**src/rtl/hazard_pkg.sv**
```systemverilog
// hazard_pkg
// Shared definitions for the pipeline hazard/stall controller.
//   STG_*       : bit positions of the per-pipeline-register hold vector
//   mem_type_e  : memory-op type encodings shared with the decode stage
package hazard_pkg;

   localparam int STG_IFID  = 0;
   localparam int STG_IDEX  = 1;
   localparam int STG_EXMEM = 2;
   localparam int STG_MEMWB = 3;
   localparam int NUM_STG   = 4;

   typedef enum logic [1:0] {
      MEM_NONE = 2'b00,
      MEM_LOAD = 2'b01,
      MEM_STOR = 2'b10
   } mem_type_e;

endpackage

```
**src/rtl/load_tracker.sv**
```systemverilog
// load_tracker
// Remembers the destination registers of loads that have left EX but whose
// data is not yet forwardable. Each entry is {valid, reg}; entries shift by
// one position on every advance, the oldest entry falls off the end.
// Ports:
//   clk, rst      : clock, asynchronous active-high reset (clears valids)
//   adv           : shift enable (EX/MEM register not held)
//   ld_vld/ld_reg : entry captured into position 0 on advance
//   cmp_a/cmp_b   : register indices looked up against all valid entries
//   hit           : some valid entry matches cmp_a or cmp_b
module load_tracker #(
   parameter int REG_W = 5,
   parameter int DEPTH = 1
) (
   input  logic             clk,
   input  logic             rst,
   input  logic             adv,
   input  logic             ld_vld,
   input  logic [REG_W-1:0] ld_reg,
   input  logic [REG_W-1:0] cmp_a,
   input  logic [REG_W-1:0] cmp_b,
   output logic             hit
);

   logic             vld_q [DEPTH];
   logic [REG_W-1:0] reg_q [DEPTH];

   // Valid bits carry the control meaning and are the only reset state.
   always_ff @(posedge clk or posedge rst) begin
      if (rst) begin
         for (int k = 0; k < DEPTH; k++) vld_q[k] <= 1'b0;
      end else if (adv) begin
         vld_q[0] <= ld_vld;
         for (int k = 1; k < DEPTH; k++) vld_q[k] <= vld_q[k-1];
      end
   end

   always_ff @(posedge clk) begin
      if (adv) begin
         reg_q[0] <= ld_reg;
         for (int k = 1; k < DEPTH; k++) reg_q[k] <= reg_q[k-1];
      end
   end

   always_comb begin
      hit = 1'b0;
      for (int k = 0; k < DEPTH; k++) begin
         if (vld_q[k] && (reg_q[k] == cmp_a || reg_q[k] == cmp_b)) hit = 1'b1;
      end
   end

endmodule

```
**src/rtl/hazard_ctrl.sv**
```systemverilog
// hazard_ctrl
// Stall / bubble / flush controller for the five-stage core.
// Parameters: REG_W register index width, LOAD_LAT load-result latency
// after EX (1..4), CNT_W stall-cycle counter width.
// Ports:
//   clk, rst                  : clock, asynchronous active-high reset
//   id_valid, id_rs, id_rt    : decode-stage instruction and its sources
//   ex_is_load, ex_rd         : EX-stage load flag and destination
//   ex_busy                   : multicycle EX op not finished
//   if_stall_i                : instruction fetch miss
//   mem_stall_i, data_ok      : data access outstanding / data returned
//   flush_i                   : redirect/exception flush pulse
//   cnt_clr_i                 : synchronous clear of the stall counter
//   stall_o[3:0]              : hold IF/ID, ID/EX, EX/MEM, MEM/WB
//   bubble_o                  : insert NOP into ID/EX
//   flush_o[1:0]              : clear IF/ID, ID/EX
//   stall_cnt_o               : saturating count of IF/ID hold cycles
module hazard_ctrl
   import hazard_pkg::*;
#(
   parameter int REG_W    = 5,
   parameter int LOAD_LAT = 1,
   parameter int CNT_W    = 32
) (
   input  logic             clk,
   input  logic             rst,
   input  logic             id_valid,
   input  logic [REG_W-1:0] id_rs,
   input  logic [REG_W-1:0] id_rt,
   input  logic             ex_is_load,
   input  logic [REG_W-1:0] ex_rd,
   input  logic             ex_busy,
   input  logic             if_stall_i,
   input  logic             mem_stall_i,
   input  logic             data_ok,
   input  logic             flush_i,
   input  logic             cnt_clr_i,
   output logic [3:0]       stall_o,
   output logic             bubble_o,
   output logic [1:0]       flush_o,
   output logic [CNT_W-1:0] stall_cnt_o
);

   function automatic logic [CNT_W-1:0] sat_inc(input logic [CNT_W-1:0] v);
      return (&v) ? v : v + {{(CNT_W-1){1'b0}}, 1'b1};
   endfunction

   logic mem_hold;
   logic hold_ex;
   logic ex_ld_vld;
   logic hit_ex;
   logic hit_trk;
   logic load_use;
   logic flush_pend;
   logic flush_now;

   // Hazard detection
   assign mem_hold  = mem_stall_i & ~data_ok;
   assign hold_ex   = mem_hold | ex_busy;
   assign ex_ld_vld = ex_is_load & (ex_rd != '0);
   assign hit_ex    = ex_ld_vld & ((ex_rd == id_rs) | (ex_rd == id_rt));
   assign load_use  = id_valid & (hit_ex | hit_trk);

   // The tracker advances with the EX/MEM register, so a memory hold or a
   // busy EX unit stretches the load-use window by the length of the hold.
   generate
      if (LOAD_LAT > 1) begin : g_trk
         load_tracker #(
            .REG_W (REG_W),
            .DEPTH (LOAD_LAT - 1)
         ) u_trk (
            .clk    (clk),
            .rst    (rst),
            .adv    (~hold_ex),
            .ld_vld (ex_ld_vld),
            .ld_reg (ex_rd),
            .cmp_a  (id_rs),
            .cmp_b  (id_rt),
            .hit    (hit_trk)
         );
      end else begin : g_no_trk
         assign hit_trk = 1'b0;
      end
   endgenerate

   // Stall / bubble / flush outputs
   assign stall_o[STG_MEMWB] = mem_hold;
   assign stall_o[STG_EXMEM] = hold_ex;
   assign stall_o[STG_IDEX]  = hold_ex;
   assign stall_o[STG_IFID]  = hold_ex | load_use | if_stall_i;

   // A flush cannot be applied while memory holds the pipe; it is parked in
   // flush_pend and released in the first cycle the hold drops. A new
   // flush_i arriving in that cycle simply merges with the parked one.
   assign flush_now = (flush_i | flush_pend) & ~mem_hold;
   assign flush_o   = {2{flush_now}};

   assign bubble_o  = (load_use | if_stall_i) & ~hold_ex & ~flush_now;

   always_ff @(posedge clk or posedge rst) begin
      if (rst) begin
         flush_pend <= 1'b0;
      end else if (flush_now) begin
         flush_pend <= 1'b0;
      end else if (flush_i & mem_hold) begin
         flush_pend <= 1'b1;
      end
   end

   // Stall-cycle counter
   always_ff @(posedge clk or posedge rst) begin
      if (rst) begin
         stall_cnt_o <= '0;
      end else if (cnt_clr_i) begin
         stall_cnt_o <= '0;
      end else if (stall_o[STG_IFID]) begin
         stall_cnt_o <= sat_inc(stall_cnt_o);
      end
   end

endmodule

```
**config.mk**
```make
export PLATFORM = sky130hd
export DESIGN_NAME = hazard_ctrl
export DESIGN_NICKNAME = d
export VERILOG_FILES = /design/src/rtl/hazard_pkg.sv /design/src/rtl/load_tracker.sv /design/src/rtl/hazard_ctrl.sv
export SDC_FILE = /design/constraint.sdc
export NUM_CORES = 1
export LEC_CHECK = 0
export BUFFER_PORTS_ARGS = -buffer_cell sky130_fd_sc_hd__buf_2
export CAP_MARGIN = 20
export CORE_ASPECT_RATIO = 0.6
export CORE_MARGIN = 1.5
export CORE_UTILIZATION = 42
export DETAILED_ROUTE_END_ITERATION = 10
export GPL_TIMING_DRIVEN = 0
export PLACE_DENSITY = 0.8
export SETUP_SLACK_MARGIN = 0.1
export SYNTH_ARGS = -nofsm -noshare
export SYNTH_HDL_FRONTEND = slang
export SYNTH_HIERARCHICAL = 1
export SYNTH_SLANG_ARGS = --single-unit
```
**constraint.sdc**
```tcl
create_clock -name clk -period 2.49 [get_ports clk]
set_clock_uncertainty 0.05 [all_clocks]
set_input_delay 0.1245 -clock clk [delete_from_list [all_inputs] [get_ports clk]]
set_output_delay 0.1245 -clock clk [all_outputs]
set_load 0.005 [all_outputs]
```
==> results by group <==
Status
  – Status: finished, final reports clean

Detailed routing
  – Drt wl/cell: 14.0 um
  – Number of detailed-routing iterations run before antenna repair: 4
  – Routed via count: 2,008
  – Ratio of routed vias to standard cells: about 5.2
  – Initial DRC count: about 140
  – Post-route DRC: 0
  – WL final: approximately 5.4 mm
  – Final ANT Viol Nets: 0

Place
  – Total of buffers placed on input and output ports: 62
  – Total cell area at the placement stage: about 0.0024 sq mm
  – # placed instances: ~350
  – Gpl congestion: around 0.80
  – Post-DP HPWL: around 3.8 mm
  – Post-Place Setup Slack: -0.107 ns

Worst setup path
  – Reg2reg start: stall_cnt_o[2]
  – Critical path depth: 8
  – Arrival time reported for the critical path endpoint: approximately 2.5 ns
  – Top Family by Delay on Critical Path: simple AND/OR/NAND/NOR gates
  – Number of buffer and inverter stages on the critical path: 2
  – Crit start category: register
  – Cell-by-cell listing of the critical path: and4_4, and2_1, buf_6, or3b_1, buf_6, nor2_4, and3_4, mux2_4
  – Crit path kind: register to register
  – Data required, critical path: ~2.6 ns
  – Worst setup startpoint: stall_cnt_o[2]
  – Reg2Reg Setup Slack: roughly 0.17 ns
  – Slowest-stage cell, CP: sky130_fd_sc_hd__dfrtp_2
  – Cell count of the worst reg-to-reg path: 8
  – Cell with the most instances on the worst path: sky130_fd_sc_hd__buf_6
  – Highest net fanout along the worst path: 9
  – Largest incremental delay on the critical path: about 0.4 ns
  – Sort of element at the end of the critical path: register

Clocking
  – Number of sinks handled by clock tree synthesis: 33
  – Insertion delay of the later-clocked pin in the worst-skew pair: approximately 0.29 ns
  – Largest buffer count on any clock path: 2
  – Number of clock buffers inserted by TritonCTS: 5
  – Number of H-tree branching levels: 2
  – Clock root buffer: sky130_fd_sc_hd__clkbuf_8
  – Clock slew seen by the registers of the worst setup and hold paths: about 0.070 ns
  – TritonCTS clock tree: built

Yosys
  – Flip-flop cell with the highest count after synthesis: sky130_fd_sc_hd__dfrtp_1
  – Most common cell in the synthesized netlist: sky130_fd_sc_hd__nor2_1
  – Most area-consuming cells after synthesis: sky130_fd_sc_hd__dfrtp_1 (41%), sky130_fd_sc_hd__xnor2_1 (10%), sky130_fd_sc_hd__nor2_1 (7.1%), sky130_fd_sc_hd__xor2_1 (4.8%), sky130_fd_sc_hd__nor3_1 (4.2%)
  – Async SR Flop Fraction: 100%
  – Most used standard cells in the synthesized netlist: sky130_fd_sc_hd__nor2_1 (38), sky130_fd_sc_hd__dfrtp_1 (33), sky130_fd_sc_hd__xnor2_1 (23)
  – Yosys top cell by area: sky130_fd_sc_hd__dfrtp_1
  – Post-Syn Area per Cell: 8.92 sq um
  – Number of storage elements in the synthesis netlist: 33
  – Number of enable-type register cells in the synthesized netlist: 0
  – Area share of the largest cell type after synthesis: 41.0%
  – Proportion of synthesized chip area in sequential cells: roughly 40%
  – Gate Count Post-Synth: 226
  – Summed instance area of the synthesized netlist: ~0.0020 sq mm
  – Count of synthesis-stage warnings from yosys: 6
  – Cell variety after synth: 40
  – Synthesized net count: between 200 and 300

Power and ir drop
  – Maximum resistive drop on vdd: between 0.2 and 0.3 mV
  – Ratio of total power to cell area: 389 mW/mm^2
  – Leakage dissipation: 1.32 nW

Timing
  – Final worst path period need: around 2.3 ns
  – Final setup TNS: 0 ns
  – Fmax: 431 MHz
  – Final max-slew violation count: 0
  – Number of hold violations in the final report: 0
  – Final setup violation count: 0
  – Setup repair after global routing missed its margin: no
  – Tcrit/Tclk final: roughly 93%
  – Worst slew pin tran: roughly 1.2 ns
  – Final worst setup slack: between 0.15 and 0.2 ns
  – Worst rel slew slack: between 20% and 30%

Cells and area
  – Final non-filler cell total: 383
  – Fillers: roughly 420
  – Final Net Count: about 350
  – P&R area growth vs syn: 35.8%
  – Area taken by multi-input logic gates: between 0.001 and 0.0015 sq mm
  – Share of the core filled with cells in the final layout: about 60%
  – Sequential Area: between 800 and 900 sq um
  – Number of diodes: 0
  – Finished layout cell area: around 0.0027 sq mm
  – Fraction of layout cells with a size suffix above 1: between 30% and 40%

Global routing
  – Pin count of the biggest net entering global routing: 19
  – Total gr overflow: 0
  – Via count of the first global-routing pass: 1,745
  – Wire length of the first global-routing pass: ~8.2 mm
  – GR Util All Layers: 20.1%
  – Number of antenna violations at the first check in global routing: 0

Min path
  – Beginning of the worst hold path: flush_i
  – Number of cells on the worst hold path: 3
  – HP Class: primary input to register

Job
  – MaxCap Viol Count: 0

Die
  – Total core area: 0.00459 sq mm
  – Area enclosed by the die boundary: 0.00524 sq mm
  – Width of the die: between 90 and 100 um
  – Height of the chip: 56.7 um
  – Top-Level Pins: 64
  – Initial cell density of the core: a little over two fifths
  – Cell Rows: 19
-- tightest hold or removal path: cells and delay by family --
kind	cells	cell delay, ns
buffers and inverters	1	0.09
AND/OR/NAND/NOR	2	0.14
-- state kept, by name, summed over array words and instances, names as in the netlist --
| register | flops |
|---|---|
| stall_cnt_o | 32 |
| flush_pend | 1 |
-- kinds of logic (layout without fill, tap and decap cells) --
group,after synthesis,count (layout),synth area share (%)
AOI/OAI and AO/OA,11,11,3.60
muxes,4,4,2.36
adders and majority gates,1,1,0.621
and+or+nand+nor,124,124,33.0
buffers and inverters,19,113,4.66
xor gates and xnor gates,34,34,14.8
DFF,33,33,41.0
-- timing repair --
action | in CTS | in global routing
pin swaps | 1 | 6
endpoints found under the setup margin | 19 | 20
setup buffers | 6 | 16
hold buffers | 1 | 0
gates resized for setup | 4 | 18
hold endpoints to repair | 17 | 0
-- per-layer routing --
layer / global-route usage (%) / share of wire [%]
met1: 30.9 / 47
met2: 28.3 / 45
met3: 4.47 / 7.5
met4: 4.62 / 0.67
met5: 0 / 0
-- path summary, 6_finish.rpt --
path                                   endpoint
worst min register to register       flush_pend
min in group asynchronous       stall_cnt_o[27]
worst max-delay path            stall_cnt_o[31]
max in group asynchronous       stall_cnt_o[18]
worst min-delay path                 flush_pend
worst max register to register  stall_cnt_o[31]
-- power breakdown --
part | total, mW | leakage (nW) | internal (mW) | switching (mW)
logic | 0.133 | 0.826 | 0.0597 | 0.0732
clock network | 0.382 | 0.0450 | 0.193 | 0.189
registers | 0.550 | 0.447 | 0.542 | 0.00731
total | 1.06 | 1.32 | 0.795 | 0.269
-- area by class of cell --
cell class,count,area share [%]
clock buffer,6,2.65
inverter,3,0.411
timing repair buffer,86,18.7
buffer,16,3.47
sequential,33,30.5
tap,63,2.88
multi-input combinational,174,41.0
clock inverter,2,0.366
-- stage by stage --
step                hold WS, ns  total power, mW
floorplan                 0.203            0.629
global placement          0.350            0.678
detailed placement        0.270            0.688
CTS                      0.0623             1.07
global route             0.0835             1.11
finish                   0.0614             1.06
-- cell usage in the layout (no fill, tap or decap), types with 2 or more instances in the layout --
cell and n:
sky130_fd_sc_hd__nor2b_1 6, sky130_fd_sc_hd__buf_6 2, sky130_fd_sc_hd__and3_1 6, sky130_fd_sc_hd__dfrtp_1 26, sky130_fd_sc_hd__clkbuf_1 8, sky130_fd_sc_hd__buf_2 62
sky130_fd_sc_hd__nand4_1 7, sky130_fd_sc_hd__xnor2_1 23, sky130_fd_sc_hd__nor4_1 6, sky130_fd_sc_hd__nand2_1 10, sky130_fd_sc_hd__nor3b_1 2, sky130_fd_sc_hd__nand3_1 13
sky130_fd_sc_hd__xor2_1 11, sky130_fd_sc_hd__or4_1 3, sky130_fd_sc_hd__mux2_2 2, sky130_fd_sc_hd__a21oi_1 3, sky130_fd_sc_hd__nor2_1 38, sky130_fd_sc_hd__dfrtp_2 7
sky130_fd_sc_hd__and4_4 2, sky130_fd_sc_hd__nor4b_1 2, sky130_fd_sc_hd__inv_1 3, sky130_fd_sc_hd__buf_4 27, sky130_fd_sc_hd__clkbuf_8 5, sky130_fd_sc_hd__clkinv_2 2
sky130_fd_sc_hd__nor3_1 17, sky130_fd_sc_hd__o21ai_0 2
Note: power is estimated with default switching activity, not from simulation.
